$ cat src/rtl/spi_master_cfg.sv
// rtl/spi_master_cfg.sv - configurable SPI master with chip-select hold between words
module spi_master_cfg #(
  parameter int DATA_W    = 8,
  parameter int CLK_DIV   = 4,
  parameter int CPOL      = 0,
  parameter int CPHA      = 0,
  parameter int MSB_FIRST = 1,
  parameter int NUM_CS    = 1,
  localparam int CS_W     = (NUM_CS > 1) ? $clog2(NUM_CS) : 1
) (
  input  logic              clk,
  input  logic              rst,
  input  logic              tx_valid,
  output logic              tx_ready,
  input  logic [DATA_W-1:0] tx_data,
  input  logic [CS_W-1:0]   cs_sel,
  input  logic              hold_cs,
  input  logic              release_cs,
  output logic              rx_valid,
  output logic [DATA_W-1:0] rx_data,
  output logic              busy,
  input  logic              MISO,
  output logic              MOSI,
  output logic              SCK,
  output logic [NUM_CS-1:0] CS_n
);

  localparam int DIV_W = (CLK_DIV > 1) ? $clog2(CLK_DIV) : 1;
  localparam int EC_W  = $clog2(2 * DATA_W + 1);
  localparam logic [DIV_W-1:0] DIV_LAST  = DIV_W'(CLK_DIV - 1);
  localparam logic [EC_W-1:0]  EDGE_LAST = EC_W'(2 * DATA_W);
  localparam logic SCK_IDLE = (CPOL != 0);

  typedef enum logic [2:0] {IDLE, LEAD, XFER, HOLD, TRAIL} state_t;

  state_t            state, state_nxt;
  logic [DIV_W-1:0]  div_cnt;
  logic [EC_W-1:0]   edge_cnt;
  logic [DATA_W-1:0] tx_sh, rx_sh;
  logic              hold_q;
  logic [NUM_CS-1:0] cs_dec;
  logic              accept, tick, xfer_done, sck_edge, odd_edge, last_edge;

  function automatic logic first_bit(input logic [DATA_W-1:0] w);
    return (MSB_FIRST != 0) ? w[DATA_W-1] : w[0];
  endfunction

  function automatic logic [DATA_W-1:0] shifted(input logic [DATA_W-1:0] w);
    return (MSB_FIRST != 0) ? {w[DATA_W-2:0], 1'b0} : {1'b0, w[DATA_W-1:1]};
  endfunction

  assign accept    = tx_valid && tx_ready;
  assign tick      = (div_cnt == DIV_LAST);
  assign xfer_done = (state == XFER) && (edge_cnt == EDGE_LAST);
  // The lead-in tick produces edge 1; XFER ticks produce the remaining edges.
  assign sck_edge  = ((state == LEAD) && tick) || ((state == XFER) && tick && !xfer_done);
  assign odd_edge  = !edge_cnt[0];
  assign last_edge = (edge_cnt == EDGE_LAST - 1'b1);
  assign busy      = (state != IDLE);

  // Decode the requested slave; an out-of-range index selects nobody.
  always_comb begin
    cs_dec = '1;
    for (int i = 0; i < NUM_CS; i++) begin
      if (int'(cs_sel) == i) cs_dec[i] = 1'b0;
    end
  end

  // Next-state selection; a new word in HOLD wins over release.
  always_comb begin
    state_nxt = state;
    case (state)
      IDLE:    if (accept) state_nxt = LEAD;
      LEAD:    if (tick) state_nxt = XFER;
      XFER:    if (xfer_done) state_nxt = hold_q ? HOLD : TRAIL;
      HOLD: begin
        if (accept) state_nxt = XFER;
        else if (release_cs) state_nxt = TRAIL;
      end
      TRAIL:   if (tick) state_nxt = IDLE;
      default: state_nxt = IDLE;
    endcase
  end

  // State register.
  always_ff @(posedge clk or posedge rst) begin
    if (rst) state <= IDLE;
    else     state <= state_nxt;
  end

  // Half-period divider, restarted on every state change so phases are exact.
  always_ff @(posedge clk or posedge rst) begin
    if (rst)                               div_cnt <= '0;
    else if ((state_nxt != state) || tick) div_cnt <= '0;
    else                                   div_cnt <= div_cnt + 1'b1;
  end

  // SCK generation plus MOSI shift / MISO sample on the phase-selected edges.
  always_ff @(posedge clk or posedge rst) begin
    if (rst) begin
      SCK      <= SCK_IDLE;
      MOSI     <= 1'b1;
      edge_cnt <= '0;
      tx_sh    <= '0;
      rx_sh    <= '0;
    end else if (accept) begin
      edge_cnt <= '0;
      if (CPHA == 0) begin
        MOSI  <= first_bit(tx_data);
        tx_sh <= shifted(tx_data);
      end else begin
        tx_sh <= tx_data;
      end
    end else if (sck_edge) begin
      SCK      <= ~SCK;
      edge_cnt <= edge_cnt + 1'b1;
      if (odd_edge == (CPHA == 0)) begin
        rx_sh <= (MSB_FIRST != 0) ? {rx_sh[DATA_W-2:0], MISO} : {MISO, rx_sh[DATA_W-1:1]};
      end else if (!last_edge) begin
        MOSI  <= first_bit(tx_sh);
        tx_sh <= shifted(tx_sh);
      end
    end else if (xfer_done) begin
      MOSI     <= 1'b1;
      edge_cnt <= '0;
    end
  end

  // Handshake, chip selects and received-word delivery.
  always_ff @(posedge clk or posedge rst) begin
    if (rst) begin
      tx_ready <= 1'b1;
      rx_valid <= 1'b0;
      rx_data  <= '0;
      hold_q   <= 1'b0;
      CS_n     <= '1;
    end else begin
      tx_ready <= (state_nxt == IDLE) || (state_nxt == HOLD);
      rx_valid <= xfer_done;
      if (xfer_done) rx_data <= rx_sh;
      if (accept) hold_q <= hold_cs;
      if ((state == IDLE) && accept) CS_n <= cs_dec;
      else if ((state == TRAIL) && tick) CS_n <= '1;
    end
  end

endmodule

$ cat config.mk
export PLATFORM = sky130hd
export DESIGN_NAME = spi_master_cfg
export DESIGN_NICKNAME = d
export VERILOG_FILES = /design/src/rtl/spi_master_cfg.sv
export SDC_FILE = /design/constraint.sdc
export NUM_CORES = 1
export LEC_CHECK = 0
export BUFFER_PORTS_ARGS = -buffer_cell sky130_fd_sc_hd__buf_2
export CORE_ASPECT_RATIO = 1.75
export CORE_UTILIZATION = 55
export CTS_CLUSTER_DIAMETER = 40
export DETAILED_ROUTE_END_ITERATION = 8
export GPL_ROUTABILITY_DRIVEN = 0
export PLACE_DENSITY = 0.78
export SYNTH_ARGS = -nofsm -noshare
export SYNTH_HDL_FRONTEND = slang
export SYNTH_SLANG_ARGS = --single-unit
export TNS_END_PERCENT = 10
$ cat constraint.sdc
create_clock -name clk -period 3.9 [get_ports clk]
set_input_delay 0.78 -clock clk [delete_from_list [all_inputs] [get_ports clk]]
set_output_delay 0.78 -clock clk [all_outputs]
set_load 0.05 [all_outputs]
# Word level (Yosys, flattened, before mapping)

Cells that the tools add are included.

Flip-flop bits (word level): 40
Bits of input ports: 15
Output and inout port bits: 14
Word-level logic and storage cells: 75

Add/subtract/negate cells: 2
Equality and inequality tests: 12
Muxes and demuxes: 24
Bitwise logic cells: 3
Reduce and logical (&&, ||, !) cells: 22

Operators by type and width:

| kind                | number |
|---|---|
| $mux 8              | 4 |
| $mux 3              | 7 |
| $mux 5              | 3 |
| $pmux 3 s5          | 1 |
| $eq 3x2->1 const B  | 3 |
| $reduce_and 3->1    | 3 |
| $mux 1              | 8 |
| $logic_and 1x1->1   | 7 |
| $logic_not 3->1     | 2 |
| $ne 3x3->1 const B  | 2 |
| $reduce_bool 2->1   | 3 |
| $reduce_bool 3->1   | 2 |
| $add 5x1->5 const B | 1 |
| $eq 5x4->1 const B  | 1 |
| $eq 5x5->1 const B  | 1 |
| $eq 3x1->1 const B  | 1 |
| $eq 3x3->1 const B  | 1 |
| $logic_or 1x1->1    | 3 |
| $ne 3x3->1          | 1 |
| $not 1->1           | 3 |
| $add 2x1->2 const B | 1 |
| $eq 2x2->1 const B  | 1 |
| $mux 2              | 1 |
| $ne 2x2->1 const B  | 1 |
| 2 further kinds     | 2 |

# Longest topological paths before layout

Gate-level depths: netlist of the first run.

Depth after elaboration: 7
Depth in mapped cells: 8
Gate-level depth less buffers: 7

# Least setup slack after synthesis of the first run

Ideal clock, no wire load.

Kind: reg-to-reg
Start: register edge_cnt[0]
End: register rx_sh[0]
Library setup time: 125 ps
Data arrival time: 1,987 ps
Required time: 3,775 ps
Setup slack: 1,788 ps
Cell stages (with the launch flop): 9
Path buffers: 1
Clock period less this slack: 2,112 ps
Cell sequence: dfrtp_1 -> inv_1 -> ha_1 -> nand4bb_1 -> a31oi_2 -> or2_1 -> buf_6 -> nor2_8 -> mux2_4

Cells in the longest elaborated chain, start to end: 6
Elaborated cells between the ends (all ways): 7
Those cells by class: 1 x eq/ne; 1 x bitwise; 5 x reduce/logical

Ends and longest elaborated chain:

| element                      | RTL line | text |
|---|---|---|
| start, declared              | 38       | `logic [EC_W-1:0] edge_cnt;` |
| start signal, assigned       | 116      | `edge_cnt <= edge_cnt + 1'b1;` |
| $eq 5x5->1                   | 54       | `assign xfer_done = (state == XFER) && (edge_cnt == EDGE_LAST);` |
| $logic_and 1x1->1            | 54       |  |
| $logic_not 1->1              | 56       | `assign sck_edge = ((state == LEAD) && tick) \|\| ((state == XFER) && tick && !xfer_done);` |
| $logic_and 1x1->1            | 56       |  |
| $logic_or 1x1->1             | 56       |  |
| $reduce_and 3->1 (no line) * | n/a      |  |
| end signal, assigned         | 118      | `rx_sh <= (MSB_FIRST != 0) ? {rx_sh[DATA_W-2:0], MISO} : {MISO, rx_sh[DATA_W-1:1]};` |
| end, declared                | 39       | `logic [DATA_W-1:0] tx_sh, rx_sh;` |

Every way passes the cells marked *; elsewhere a longest branch is shown, timed or not.
A chain may end at the register's enable or synchronous reset.

# Final worst setup path of the first run

Start: register edge_cnt[0]
End: register rx_sh[2]

Same word-level chain as after synthesis.

==> results of run 1 <==
-- layer usage --
metal / up-vias / wire, µm
met2: 26 / 1862
met5: - / 0
met4: 0 / 68
met3: 6 / 87
met1: 627 / 1435
li1: 659 / -
-- cell type report --
type                            count  area (µm²)  share of cell area (%)
Sequential cell                    39       979.7                   45.84
Multi-Input combinational cell    123       809.5                   37.88
Timing Repair Buffer               29       147.6                   6.909
Clock buffer                        5       68.82                   3.220
Tap cell                           43       53.80                   2.518
Clock inverter                      3       43.79                   2.049
Inverter                            9       33.78                   1.581
-- registers in the layout, indices dropped and copies added, names as in the netlist --
name,flops
rx_data,8
state,3
edge_cnt,5
hold_q,1
tx_ready,1
rx_valid,1
tx_sh,7
div_cnt,2
SCK,1
CS_n,1
MOSI,1
rx_sh,8
-- power groups by stage --
| stage | clock network (W) | logic [W] | registers [W] |
|---|---|---|---|
| detailed placement | 0 | 0.000508 | 0.000638 |
| global route | 0.000359 | 0.000551 | 0.000647 |
| floorplan | 0 | 0.000355 | 0.000682 |
| finish | 0.000333 | 0.000505 | 0.000630 |
| global placement | 0 | 0.000486 | 0.000628 |
| CTS | 0.000339 | 0.000510 | 0.000630 |
-- through the flow --
stage / setup WS [ps] / total power, W
2_1_floorplan: 1788 / 0.001037
3_3_place_gp: 1656 / 0.001114
3_5_place_dp: 1536 / 0.001146
4_1_cts: 1499 / 0.001479
5_1_grt: 1390 / 0.001557
6_report: 1532 / 0.001468
-- worst paths after layout --
path                       slack (ps)        start  cells after the start    endpoint
hold / removal                    450   div_cnt[0]                      1  div_cnt[0]
min in group asynchronous         780          rst                      2  rx_data[3]
setup / recovery                 1530  edge_cnt[0]                      7    rx_sh[2]
hold reg to reg                   450   div_cnt[0]                      1  div_cnt[0]
max in group asynchronous        2370          rst                      3    tx_sh[2]
setup reg to reg                 1530  edge_cnt[0]                      7    rx_sh[2]
-- logic make-up after synthesis --
kind of cell	after synthesis
simple gates	78
flops	39
compound gates	29
buf+inv	16
mux	9
fa+ha+maj	4
xor+xnor	3
-- synthesized netlist by cell type --
master     instances  area [µm²]
ha_1               4       50.05
nand2b_1           3       18.77
o22ai_1            3       18.77
nor4_1             1       6.260
or3_1              1       6.260
and3_1             2       12.51
xor2_1             2       17.52
a21o_1             2       15.01
dfrtp_1           36       900.9
xnor2_1            1       8.760
buf_6              2       22.52
nor2_8             1       20.02
nand3_1            1       5.000
mux2_4             8       120.1
nand4bb_1          2       22.52
nor3_1             2       10.01
clkbuf_1           2       7.510
nor3b_1            1       7.510
buf_2              3       15.01
nor3b_4            1       18.77
o21bai_1           1       7.510
a31oi_2            1       12.51
nor2_1            10       37.54
a211oi_1           1       7.510
o31ai_1            1       7.510
or2_2              1       6.260
mux2_2             1       11.26
a31o_2             2       17.52
inv_1              8       30.03
or4bb_1            1       11.26
dfstp_2            3       78.83
o31ai_4            1       21.27
nand2_1           45       168.9
or2_1              1       6.260
clkinv_1           1       3.750
or2b_1             1       7.510
and4bb_2           1       12.51
a21oi_1            6       30.03
o21ai_0            5       25.02
a31oi_1            6       37.54
nor4b_1            2       17.52
and2_1             1       6.260
==> results.py, run 1 <==
metrics = {
    "floorplanning": {
        "ios": 29,
        "die_y_um": 79.10,
        "start_util_pct": 58.83,
        "die_w_um": 46.06,
        "dieArea_um2": 3643,
        "rows": 27,
        "core_um2": 3176,
    },
    "global_route": {
        "gr-usage-met2_pct": 38.17,
        "grtUsageTotal_pct": 22.84,
        "grt_use_met3_pct": 4.773,
        "grt_max_degree": 32,
        "grt_pass1_vias": 1352,
        "antenna_found_initial": 0,
        "use_met1_pct": 28.01,
        "grt_pass1_wl_um": 6003,
        "grt_overflow": 0,
        "grt_busiest_layer": "met2",
    },
    "cells_and_area": {
        "drive_gt1_share_pct": 27.40,
        "final_nets": 226,
        "final_cell_mix": "45 x nand2_1, 36 x dfrtp_1, 28 x buf_2",
        "final_util_pct": 67.30,
        "syn_to_final_growth_pct": 14.40,
        "n_antenna_cell": 0,
        "num-fill-cells": 263,
        "stdcell_count": 251,
        "final_area_um2": 2137,
        "final_common_cell": "nand2_1",
    },
    "detailed_routing": {
        "drtPass1Iterations": 4,
        "drt-total-wl_um": 3454,
        "drc": 0,
        "drtIter0Drc": 34,
        "viasPerCell": 5.251,
        "final_antenna_net_count": 0,
        "wire_per_inst_um": 13.76,
        "vias": 1318,
    },
    "power_and_ir_drop": {
        "p_sw_share_pct": 37.72,
        "combPwrFrac_pct": 34.4,
        "p_int_w": 0.0009142,
        "p_seq_share_pct": 42.9,
        "power.share.clock_pct": 22.7,
        "p_sw_w": 0.0005537,
        "peakVddDrop_mv": 0.5049,
        "power.density_nw_per_um2": 686.9,
        "power.leakage_nw": 1.059,
    },
    "setup_path": {
        "cp_max_fo": 9,
        "cp-end-kind": "flip-flop",
        "slowest_delay_ps": 500,
        "crit_type": "flip-flop to flip-flop",
        "cp-start-kind": "flip-flop",
        "crit_slowest_cell": "dfrtp_1",
        "path_delay_family": "simple AND/OR/NAND/NOR gates",
        "crit_buf_inv": 1,
        "critical_path.cell_chain": "inv_1, ha_1, nand4bb_1, a31oi_2, or2_1, nor2_8, mux2_4",
        "cp.required_ps": 4080,
        "worstPathArrival_ps": 2550,
    },
    "clock_tree": {
        "cts_root_buf": "clkbuf_8",
        "tritoncts": "built",
        "postCtsHoldBufs": 0,
        "post_cts_resize_count": 0,
        "cts_max_level": 2,
        "clk_path_buf_depth": 2,
        "clock_sinks": 39,
        "worstSkewPairLatency_ps": 290,
        "cts_setup_buffers": 0,
        "clk_pin_slew_ps": 70,
        "cts_inserted_buffers": 5,
    },
    "sta": {
        "hold_ws_ps": 447.4,
        "fin_tns_setup_ps": 0,
        "clock_skew_ps": 3.948,
        "tightest_slew_ps": 1145,
        "max_freq_ghz": 0.4222,
        "slew_violations": 0,
        "finalHoldViolCount": 0,
        "period_share_pct": 60.73,
        "slew_headroom_pct": 23.62,
        "rsz0062_at_grt": "false",
        "setup_viol": 0,
        "fin_crit_ps": 2368,
    },
    "place": {
        "place_inst": 243,
        "placement.cell_area_um2": 2024,
        "io_buffers": 28,
        "dp_hpwl_um": 2630,
    },
    "synth": {
        "seq_area_frac_synth_pct": 52.44,
        "synth_mux_area_share_pct": 7.033,
        "synthSimpleGateAreaFrac_pct": 21.50,
        "syn_avg_cell_area_um2": 10.49,
        "synth_top_family_by_area": "simple AND/OR/NAND/NOR gates",
        "synth-compound-area-share_pct": 10.72,
        "synth_warnings": 0,
        "syn-cell-area_um2": 1868,
        "synthXorXnorAreaFrac_pct": 1.407,
        "synthAdderAreaFrac_pct": 2.679,
        "ys_seq_elements": 39,
        "syn_inst": 178,
        "syn_nets": 197,
        "synth.distinct_cells": 42,
    },
    "run_status": {
        "status": "finished clean",
    },
    "job": {
        "cap_violations": 0,
    },
    "worst_hold_path": {
        "hold_class": "flip-flop to flip-flop",
    },
}
Power figures use the tool's default switching activity.
==> run 2: changes to the inputs <==
Settings changed: CORE_UTILIZATION 55 to 50, PLACE_DENSITY 0.78 to 0.74.
Clock period 3.9 ns to 2.1 ns, I/O delays scaled along.
==> run 2 against run 1 <==
  * Count of clock-buffer cells in the layout up 1
  * Combinational power up 100%
  * First-iteration DRC count down 50%
  * Critical path depth up 1
  * Clock power up 120%
  * Fmax up 20%
  * Register-to-register slack worse by 1400 ps
  * Sequential share of layout area down 2.2 points
  * Final area up 5.2%
  * Critical endpoint is now div_cnt[1]
  * Largest power group unchanged
==> results.py, run 2 (same netlist as run 1, synthesis figures left out) <==
metrics = {
    "floorplanning": {
        "core_um2": 3592,
        "die_w_um": 48.21,
        "start_util_pct": 52.00,
        "ios": 29,
        "die_y_um": 82.86,
        "rows": 29,
        "dieArea_um2": 3994,
    },
    "detailed_routing": {
        "viasPerCell": 5.234,
        "vias": 1387,
        "wire_per_inst_um": 13.12,
        "drt-total-wl_um": 3478,
        "final_antenna_net_count": 0,
        "drc": 0,
        "drtIter0Drc": 17,
        "drtPass1Iterations": 3,
    },
    "sta": {
        "fin_crit_ps": 1973,
        "rsz0062_at_grt": "false",
        "setup_viol": 0,
        "hold_ws_ps": 169.4,
        "tightest_slew_ps": 394.1,
        "fin_tns_setup_ps": 0,
        "finalHoldViolCount": 0,
        "slew_headroom_pct": 73.50,
        "slew_violations": 0,
        "period_share_pct": 93.97,
        "max_freq_ghz": 0.5068,
        "clock_skew_ps": 4.084,
    },
    "cells_and_area": {
        "syn_to_final_growth_pct": 20.36,
        "multiInputGateArea_um2": 813.3,
        "stdcell_count": 265,
        "final_cell_mix": "45 x nand2_1, 35 x dfrtp_1, 28 x buf_2",
        "num-fill-cells": 295,
        "n_antenna_cell": 0,
        "drive_gt1_share_pct": 31.96,
        "final_nets": 237,
        "register_area_um2": 980.9,
        "top_regs": "rx_data: 8 flops, rx_sh: 8 flops, tx_sh: 7 flops",
        "final_common_cell": "nand2_1",
    },
    "setup_path": {
        "cp-start-kind": "flip-flop",
        "cp-startpoint": "edge_cnt[0]",
        "worstPathArrival_ps": 2130,
        "cp_max_fo": 6,
        "r2r_start": "edge_cnt[0]",
        "crit_type": "flip-flop to flip-flop",
        "cp-end-kind": "flip-flop",
        "cp.required_ps": 2260,
    },
    "clock_tree": {
        "cts_root_buf": "clkbuf_8",
        "clk_path_buf_depth": 2,
        "clk_pin_slew_ps": 70,
        "cts_max_level": 2,
        "worstSkewPairLatency_ps": 280,
        "cts_inserted_buffers": 5,
        "postCtsHoldBufs": 0,
        "clock_sinks": 39,
        "tritoncts": "built",
        "cts_setup_buffers": 0,
    },
    "global_route": {
        "grt_pass1_vias": 1411,
        "grt_pass1_wl_um": 6127,
        "grt_max_degree": 22,
        "antenna_found_initial": 0,
        "grtUsageTotal_pct": 20.89,
        "grt_overflow": 0,
    },
    "place": {
        "place_inst": 257,
        "dp_hpwl_um": 2686,
        "io_buffers": 28,
    },
    "power_and_ir_drop": {
        "peakVddDrop_mv": 0.9476,
        "power.leakage_nw": 1.116,
        "power.density_nw_per_um2": 1288,
    },
    "worst_hold_path": {
        "hold_class": "primary input to asynchronous set/reset pin",
    },
    "job": {
        "cap_violations": 0,
    },
    "run_status": {
        "status": "finished clean",
    },
}
[run 2: cell count changes in the layout (fill, tap and decap cells not counted), sizes merged]
cell    previous run  this run
bufinv             1         2
buf               29        40
clkinv             3         1
clkbuf             5         6
[run 2: repair_timing]
item / 4_1_cts / 5_1_grt
setup endpoints to repair: 0 / 2
resized for setup: 0 / 2
endpoints found under the hold margin: 0 / 0
[run 2: critical path, stage by stage (launching register included)]
cell and delay, ps:
dfrtp_2 480, inv_2 110, ha_1 140, nand4bb_1 170
buf_4 200, or2_2 260, mux2_2 270, a21oi_2 150
nor4b_1 70
[run 2: area by class of cell]
type                    instances  area share, %
flip-flops and latches         39          43.63
clock inverters                 2          2.671
multi-input cells             123          36.17
inverters                       9          1.503
clock buffers                   6          3.228
well taps                      46          2.560
repair buffers                 40          10.24
[run 2: report_power, final]
group | internal [W] | switching [W]
clock | 0.000475 | 0.000247
combinational | 0.000422 | 0.000591
sequential | 0.000981 | 0.000181
total | 0.00188 | 0.00102
[run 2: path summary, 6_finish.rpt]
path,slack (ps),cells past startpoint,to
setup / recovery,130,8,div_cnt[1]
hold / removal,170,3,rx_data[4]
setup reg to reg,130,8,div_cnt[1]
hold reg to reg,460,1,div_cnt[0]
max in group asynchronous,1650,3,CS_n
min in group clk,330,3,hold_q
[run 2: through the flow]
stage	util, %	setup slack (ps)	power, W	cell area (µm²)
after floorplan	-	69.10	0.001927	1869
after global placement	58.79	156.6	0.002137	2112
after detailed placement	58.79	72.57	0.002187	2112
after CTS	62.49	50.75	0.002917	2245
after global routing	62.59	39.60	0.003076	2248
final	62.59	126.7	0.002897	2248
[run 2: per-layer routing]
layer	vias up	track usage [%]	wire length, µm	share of wire, %
met1	675	22.59	1319	38
met3	8	4.565	77	2.2
met2	25	36.36	2003	58
li1	679	-	-	-
met4	0	7.828	78	2.2
met5	-	0	0	0
